--- src/rtl/transmitter_sequencer.sv ---
//==============================================================================
// Module      : transmitter_sequencer
// Description : Frame sequencer steering transmitter_mux through SYS_LEN
//               systematic bits then PAR_LEN parity bits, with handshake
//               stalls and abort. Optional macro TX_INTERFRAME_GAP_EN adds
//               a one-cycle GAP state after each completed frame.
// Revision    : 1.0 - initial release
//==============================================================================
`default_nettype none

module transmitter_sequencer #(
    parameter int SYS_LEN = 16,
    parameter int PAR_LEN = 16
) (
    input  logic       clk,
    input  logic       rst_n,
    input  logic       start,
    input  logic       abort,
    input  logic       tx_ready,
    output logic       s,
    output logic       tx_valid,
    output logic       sys_rd,
    output logic       par_rd,
    output logic [7:0] bit_idx,
    output logic       busy,
    output logic       done
);

    localparam logic [7:0] c_SYS_LAST = 8'(SYS_LEN - 1);
    localparam logic [7:0] c_PAR_LAST = 8'(PAR_LEN - 1);

    typedef enum logic [1:0] {
        ST_IDLE = 2'd0,
        ST_SYS  = 2'd1,
        ST_PAR  = 2'd2
`ifdef TX_INTERFRAME_GAP_EN
        ,
        ST_GAP  = 2'd3
`endif
    } state_t;

    state_t     r_state;
    logic       r_s;
    logic       r_tx_valid;
    logic [7:0] r_bit_idx;
    logic       r_done;

    state_t     w_state_nxt;
    logic       w_s_nxt;
    logic       w_valid_nxt;
    logic [7:0] w_idx_nxt;
    logic       w_done_nxt;
    logic       w_xfer;

    assign w_xfer = r_tx_valid & tx_ready;

    always_ff @(posedge clk or negedge rst_n) begin
        if (!rst_n) begin
            r_state    <= ST_IDLE;
            r_s        <= 1'b0;
            r_tx_valid <= 1'b0;
            r_bit_idx  <= 8'd0;
            r_done     <= 1'b0;
        end else begin
            r_state    <= w_state_nxt;
            r_s        <= w_s_nxt;
            r_tx_valid <= w_valid_nxt;
            r_bit_idx  <= w_idx_nxt;
            r_done     <= w_done_nxt;
        end
    end

    always_comb begin
        w_state_nxt = r_state;
        w_s_nxt     = r_s;
        w_valid_nxt = r_tx_valid;
        w_idx_nxt   = r_bit_idx;
        w_done_nxt  = 1'b0;

        // Abort wins over start and over a concurrent final parity transfer.
        if (abort) begin
            w_state_nxt = ST_IDLE;
            w_s_nxt     = 1'b0;
            w_valid_nxt = 1'b0;
            w_idx_nxt   = 8'd0;
        end else begin
            case (r_state)
                ST_IDLE: begin
                    if (start) begin
                        w_state_nxt = ST_SYS;
                        w_s_nxt     = 1'b1;
                        w_valid_nxt = 1'b1;
                        w_idx_nxt   = 8'd0;
                    end
                end
                ST_SYS: begin
                    if (w_xfer) begin
                        if (r_bit_idx == c_SYS_LAST) begin
                            w_state_nxt = ST_PAR;
                            w_s_nxt     = 1'b0;
                            w_idx_nxt   = 8'd0;
                        end else begin
                            w_idx_nxt = r_bit_idx + 8'd1;
                        end
                    end
                end
                ST_PAR: begin
                    if (w_xfer) begin
                        if (r_bit_idx == c_PAR_LAST) begin
`ifdef TX_INTERFRAME_GAP_EN
                            w_state_nxt = ST_GAP;
`else
                            w_state_nxt = ST_IDLE;
`endif
                            w_valid_nxt = 1'b0;
                            w_idx_nxt   = 8'd0;
                            w_done_nxt  = 1'b1;
                        end else begin
                            w_idx_nxt = r_bit_idx + 8'd1;
                        end
                    end
                end
`ifdef TX_INTERFRAME_GAP_EN
                ST_GAP: begin
                    w_state_nxt = ST_IDLE;
                end
`endif
                default: begin
                    w_state_nxt = ST_IDLE;
                    w_s_nxt     = 1'b0;
                    w_valid_nxt = 1'b0;
                    w_idx_nxt   = 8'd0;
                end
            endcase
        end
    end

    assign s        = r_s;
    assign tx_valid = r_tx_valid;
    assign bit_idx  = r_bit_idx;
    assign done     = r_done;
    assign busy     = (r_state != ST_IDLE);
    assign sys_rd   = r_tx_valid & tx_ready & r_s;
    assign par_rd   = r_tx_valid & tx_ready & ~r_s;

endmodule

`default_nettype wire

--- config.mk ---
export PLATFORM = sky130hd
export DESIGN_NAME = transmitter_sequencer
export DESIGN_NICKNAME = d
export VERILOG_FILES = /design/src/rtl/transmitter_sequencer.sv
export SDC_FILE = /design/constraint.sdc
export NUM_CORES = 1
export LEC_CHECK = 0
export ABC_AREA = 1
export BUFFER_PORTS_ARGS = -buffer_cell sky130_fd_sc_hd__buf_2
export CAP_MARGIN = 15
export CORE_MARGIN = 2
export CORE_UTILIZATION = 52
export DETAILED_ROUTE_END_ITERATION = 12
export PLACE_DENSITY = 0.78
export SETUP_SLACK_MARGIN = 0.4
export SLEW_MARGIN = 0
export SYNTH_ARGS = -nofsm -noshare
export SYNTH_HDL_FRONTEND = slang
export SYNTH_SLANG_ARGS = --single-unit
export TNS_END_PERCENT = 20
--- constraint.sdc ---
create_clock -name clk -period 1.6 [get_ports clk]
set_input_delay 0.48 -clock clk [delete_from_list [all_inputs] [get_ports clk]]
set_output_delay 0.48 -clock clk [all_outputs]
set_load 0.03 [all_outputs]
==> results.json, run 1 <==
{
  "status": "finished with violations",
  "violations": "setup timing",
  "cp_top_family": "flip-flops",
  "vias": 1001,
  "io_buffer_count": 18,
  "drt-total-wl_microns": 3220,
  "clock_latency_ns": 0.28,
  "worstMarginPinSlew_ns": 0.368,
  "relSlewSlack_pct": 75.4,
  "m1WireLength_microns": 1180,
  "drc": 0,
  "final_nets": 164,
  "yosysTopAreaCellShare_pct": 37.7,
  "drive_above_1_share_pct": 61.0,
  "sw_frac_of_total_pct": 49.1,
  "grt_pass1_vias": 875,
  "grt_overflow": 0,
  "dieArea_sq_um": 2000,
  "topRoutingLayerUsed": "met4",
  "synthTopCellsByArea": "dfrtp_1 38%, nand2_1 13%, inv_1 8.3%",
  "critPathArrivalTime_ns": 1.13,
  "peakVddDrop_v": 0.00154,
  "synthCells": 119,
  "viasPerCell": 5.89,
  "htree_levels": 1,
  "setup_viol": 1,
  "root_buffer": "clkbuf_4",
  "rows": 14,
  "ys_ff_latch": 13,
  "power_leakage_nw": 0.671,
  "synth_nets": 128,
  "cp-end-kind": "output pin",
  "internal-power_mw": 1.17,
  "regArea_sq_um": 337,
  "powerDensity_nw_per_um2": 1610,
  "min_path_type": "primary input to asynchronous set/reset pin",
  "die_y_microns": 44.7,
  "start_util_pct": 56.7,
  "cts_hold_buf": 0,
  "wire_per_inst_microns": 18.9,
  "worst_clock_skew_ns": 0.00111,
  "crit_top_cell": "inv_2",
  "combPwrFrac_pct": 69.8,
  "seqPwrFrac_pct": 20.7,
  "cp_num_buf_inv": 3,
  "critPathKind": "register to output pin",
  "grt_max_degree": 14,
  "worst_slack_ns": -0.0118,
  "max-cap-violations": 0,
  "die_w_microns": 44.7,
  "synthDistinctLibCells": 20,
  "route.met3.wl_microns": 233,
  "antenna_found_initial": 0,
  "antenna_cells": 0,
  "cts_tree": "done",
  "pre_cts_ws_ns": 0.136,
  "cts.sinks": 13,
  "fin_crit_ns": 1.61,
  "path_clk_slew_ns": 0.09,
  "critical_path.max_fanout": 2,
  "multi_input_area_sq_um": 679,
  "rsz0062_at_grt": "true",
  "clockBufferDepth": 2,
  "clock.fmax_mhz": 620,
  "wl_met2_microns": 1700,
  "yosysWarnings": 0,
  "synth_seq_area_share_pct": 37.7,
  "fill_cells": 51,
  "synth_area_per_cell_sq_um": 7.25,
  "path_cells": "inv_2 > ha_4 > inv_2 > buf_6",
  "period_share_pct": 101,
  "syn_area_sq_um": 863,
  "yosysTopAreaCell": "dfrtp_1",
  "slew_viol_final": 0,
  "gr-usage-all-layers_pct": 27.9,
  "gp_congestion": 0.867,
  "worst-endpoint-required_ns": 1.12,
  "cts_made_buffers": 3,
  "hold_viol_final": 0,
  "hpwl_microns": 1290,
  "syn2layout_area_growth_pct": 64.9,
  "clockPowerShare_pct": 9.5,
  "grt_pass1_wl_microns": 3870,
  "critPathLaunchType": "register",
  "firstDrtPassIters": 4,
  "max_stage_delay_ns": 0.42,
  "timing.hold.ws_ns": 0.0717,
  "drtAntennaViolNets": 0,
  "critPathSlowestCell": "dfrtp_1",
  "io_pins": 19,
  "drt_iter0_drc": 49,
  "power_switching_mw": 1.13,
  "coreArea_sq_um": 1520
}
-- final cells by class --
type / instances / share of cell area, %
Tap cell: 16 / 1.41
Inverter: 20 / 6.33
Timing Repair Buffer: 30 / 19.1
Sequential cell: 13 / 23.6
Multi-Input combinational cell: 87 / 47.7
Clock buffer: 4 / 1.85
-- worst reg2reg max path, stage by stage, from the launching register on --
cell     delay, ns
dfrtp_1       0.40
inv_2         0.08
ha_4          0.28
inv_4         0.03
nor2_4        0.13
nand2_4       0.10
nand2_8       0.12
inv_8         0.05
o21ai_4       0.07
o21ai_2       0.09
nor2_2        0.12
-- synth_stat cells --
master / number
nor2_4: 2
nand3_1: 9
nor2_2: 4
nand4_1: 1
inv_1: 19
nand3_2: 1
o21ai_2: 1
nand2_1: 29
o21ai_4: 1
ha_1: 4
o21ai_0: 3
nand2_2: 4
inv_4: 1
nand2_4: 1
a21oi_1: 4
nor2_1: 16
a21oi_2: 1
dfrtp_1: 13
o21ai_1: 4
nand3b_1: 1
-- flip-flops by register name, summed over array words and instances (netlist names) --
name	count
bit_idx	8
s	1
r_state	2
tx_valid	1
done	1
-- placed cells by master (no fill, tap or decap), types with 2 or more instances in the layout --
cell / count
nand2_1: 21
dfrtp_1: 4
buf_4: 11
nor2_4: 8
clkbuf_4: 3
nand3_1: 6
buf_2: 4
dfrtp_2: 9
nand2_2: 7
nand2_4: 5
ha_4: 3
nand3_4: 2
inv_1: 11
inv_2: 6
o21ai_2: 6
nor2_2: 5
buf_6: 15
a21oi_1: 3
nand2_8: 2
nor2_1: 9
nand3_2: 2
-- repair_timing --
action	4_1_cts	5_1_grt
cloned	1	0
endpoints found under the setup margin	26	27
buffers inserted	7	5
pin swaps	9	32
resized for setup	14	81
-- per-layer routing --
metal | global-route usage [%] | vias to the layer above
met5 | 0 | -
met4 | 17.6 | 0
met3 | 6.00 | 12
met2 | 49.6 | 61
met1 | 29.7 | 483
li1 | - | 445
-- metrics by stage --
stage	cells	power [mW]	TNS, ns	cell area, sq um	utilization [%]
after floorplan	119	1.14	0	913	-
after global placement	153	1.29	0	1020	67.2
after detailed placement	153	1.31	0	1020	67.2
after CTS	165	1.76	0	1140	75.1
final	170	2.30	-0.0118	1420	93.4
after global routing	170	2.40	-0.0303	1420	93.4
-- power groups by stage --
| stage | clock [mW] | sequential, mW | combinational [mW] |
|---|---|---|---|
| detailed placement | 0 | 0.465 | 0.845 |
| floorplan | 0 | 0.526 | 0.609 |
| finish | 0.218 | 0.475 | 1.60 |
| global placement | 0 | 0.463 | 0.826 |
| CTS | 0.209 | 0.458 | 1.09 |
| global route | 0.230 | 0.479 | 1.69 |
-- logic make-up after synthesis --
logic type      Yosys count  share of synthesized area, %
flops                    13                          37.7
buf+inv                  20                          8.99
simple gates             68                          37.2
fa+ha+maj                 4                          5.80
compound gates           14                          10.3
-- worst paths after layout --
path                                        start                endpoint  slack, ns  depth (start not counted)
hold reg to reg            bit_idx[0]$_DFFE_PN0P_  bit_idx[0]$_DFFE_PN0P_       0.56                          1
min in group clk           bit_idx[0]$_DFFE_PN0P_  bit_idx[0]$_DFFE_PN0P_       0.56                          1
setup / recovery           r_state[1]$_DFFE_PN0P_                    busy      -0.01                          4
hold / removal                              rst_n          done$_DFF_PN0_       0.07                          1
max in group asynchronous                   rst_n  bit_idx[7]$_DFFE_PN0P_       1.27                          1
setup reg to reg           r_state[1]$_DFFE_PN0P_  bit_idx[6]$_DFFE_PN0P_       0.06                         10
(Power assumes the default switching activity.)
==> inputs of run 2 (changes only) <==
--- a/config.mk
+++ b/config.mk
@@ -8,7 +8,6 @@
 export ABC_AREA = 1
 export BUFFER_PORTS_ARGS = -buffer_cell sky130_fd_sc_hd__buf_2
 export CAP_MARGIN = 15
-export CORE_MARGIN = 2
 export CORE_UTILIZATION = 52
 export DETAILED_ROUTE_END_ITERATION = 12
 export PLACE_DENSITY = 0.78
==> results.json, run 2 (synthesized netlist as in run 1, its figures left out) <==
{
  "status": "complete, no violations",
  "io_buffer_count": 18,
  "drtAntennaViolNets": 0,
  "path_depth": 4,
  "dieArea_sq_um": 1830,
  "clock_latency_ns": 0.29,
  "viasPerCell": 5.43,
  "wire_per_inst_microns": 14.9,
  "r2r_slack_ns": 0.05,
  "grt_pass1_wl_microns": 3550,
  "max_stage_delay_ns": 0.41,
  "setup_viol": 0,
  "io_pins": 19,
  "clockBufferDepth": 2,
  "hold_viol_final": 0,
  "path_clk_slew_ns": 0.09,
  "fin_area_sq_um": 1320,
  "period_share_pct": 98.2,
  "firstDrtPassIters": 4,
  "start_util_pct": 56.7,
  "drt-total-wl_microns": 2590,
  "rsz0062_at_grt": "true",
  "grt_overflow": 0,
  "vias": 940,
  "critPathSlowestCell": "dfrtp_1",
  "gp_congestion": 0.869,
  "die_y_microns": 42.7,
  "fin_crit_ns": 1.57,
  "syn2layout_area_growth_pct": 53.3,
  "antenna_found_initial": 0,
  "crit_start": "r_state[0]$_DFFE_PN0P_",
  "worst_clock_skew_ns": 0.00982,
  "rows": 14,
  "powerDensity_nw_per_um2": 1590,
  "critPathArrivalTime_ns": 1.09,
  "cts.sinks": 13,
  "min_path_type": "primary input to asynchronous set/reset pin",
  "post-route-util_pct": 86.9,
  "layout.cells.non_filler": 173,
  "layout_commonest_cell": "nand2_1",
  "pre_cts_ws_ns": 0.136,
  "critPathLaunchType": "register",
  "slew_viol_final": 0,
  "peakVddDrop_v": 0.00149,
  "placed_area_sq_um": 1020,
  "timing.rr.end": "bit_idx[4]$_DFFE_PN0P_",
  "largest_reg_flops": 8,
  "final_nets": 167,
  "htree_levels": 1,
  "drt_iter0_drc": 37,
  "cp-end-kind": "output pin",
  "worst-endpoint-required_ns": 1.12,
  "clock.fmax_mhz": 636,
  "crit_end": "busy",
  "cp_top_family": "flip-flops",
  "cts_made_buffers": 3,
  "final_cell_mix": "25 x nand2_1, 14 x buf_2, 13 x buf_4",
  "critical_path.max_fanout": 2,
  "ff2ff_path_depth": 9,
  "worst_slack_ns": 0.0283,
  "gr-usage-all-layers_pct": 26.8,
  "die_w_microns": 42.7,
  "dp.cells": 153,
  "crit_top_cell": "inv_2",
  "cts_hold_buf": 0,
  "max-cap-violations": 0,
  "relSlewSlack_pct": 80.4,
  "critPathKind": "register to output pin",
  "root_buffer": "clkbuf_4",
  "path_cells": "inv_2 > ha_4 > inv_2 > buf_6",
  "finalSetupTns_ns": 0,
  "grt_max_degree": 14,
  "power_leakage_nw": 0.656,
  "cts_tree": "done",
  "cp_num_buf_inv": 3,
  "antenna_cells": 0,
  "fill_cells": 88,
  "grt_pass1_vias": 783,
  "drive_above_1_share_pct": 53.5,
  "worstMarginPinSlew_ns": 0.294,
  "coreArea_sq_um": 1520,
  "drc": 0,
  "regToRegStartpoint": "r_state[0]$_DFFE_PN0P_",
  "hpwl_microns": 1310
}
==> run 2: worst min-delay path by stage <==
stage / startpoint / to / slack, ns
after global placement: rst_n / done$_DFF_PN0_ / 0.38
after CTS: rst_n / bit_idx[6]$_DFFE_PN0P_ / 0.07
after global routing: rst_n / bit_idx[7]$_DFFE_PN0P_ / 0.09
after detailed placement: rst_n / bit_idx[6]$_DFFE_PN0P_ / 0.38
after floorplan: rst_n / bit_idx[0]$_DFFE_PN0P_ / 0.18
final: rst_n / done$_DFF_PN0_ / 0.06
==> run 2: per-layer routing <==
layer | routed length [microns] | track usage (%) | vias to the layer above | share of wire (%)
met4 | 71 | 13.1 | 0 | 2.7
met3 | 137 | 6.38 | 9 | 5.3
met5 | 0 | 0 | - | 0
met1 | 1020 | 31.7 | 439 | 40
li1 | - | - | 452 | -
met2 | 1350 | 44.8 | 40 | 52
==> run 2: per-stage QoR <==
| step | power [mW] | hold slack [ns] |
|---|---|---|
| after floorplan | 1.14 | 0.184 |
| after detailed placement | 1.31 | 0.382 |
| final | 2.10 | 0.0577 |
| after global placement | 1.29 | 0.384 |
| after global routing | 2.21 | 0.0850 |
| after CTS | 1.81 | 0.0703 |
==> run 2: layout make-up <==
| class | count | area (sq um) | share of cell area (%) |
|---|---|---|---|
| Inverter | 20 | 87.6 | 6.62 |
| Sequential cell | 13 | 332 | 25.0 |
| Multi-Input combinational cell | 87 | 623 | 47.1 |
| Clock buffer | 4 | 26.3 | 1.98 |
| Timing Repair Buffer | 33 | 235 | 17.8 |
| Tap cell | 16 | 20.0 | 1.51 |
==> run 2: report_power, final <==
group	internal, mW	switching [mW]
Combinational	0.604	0.819
Sequential	0.394	0.0667
Clock	0.0970	0.119
==> run 2: worst reg2reg max path, stage by stage, from the launching register on <==
cell,delay [ns]
dfrtp_1,0.41
inv_2,0.10
ha_4,0.20
inv_2,0.07
nor2_4,0.05
nand2_2,0.12
nand2_2,0.10
o21ai_0,0.25
inv_1,0.08
nor2_1,0.12
==> run 2: repair_timing <==
action | CTS | global route
gates resized for setup | 16 | 29
pin swaps | 7 | 13
endpoints found under the setup margin | 26 | 27
buffers inserted | 9 | 6
cloned | 1 | 0
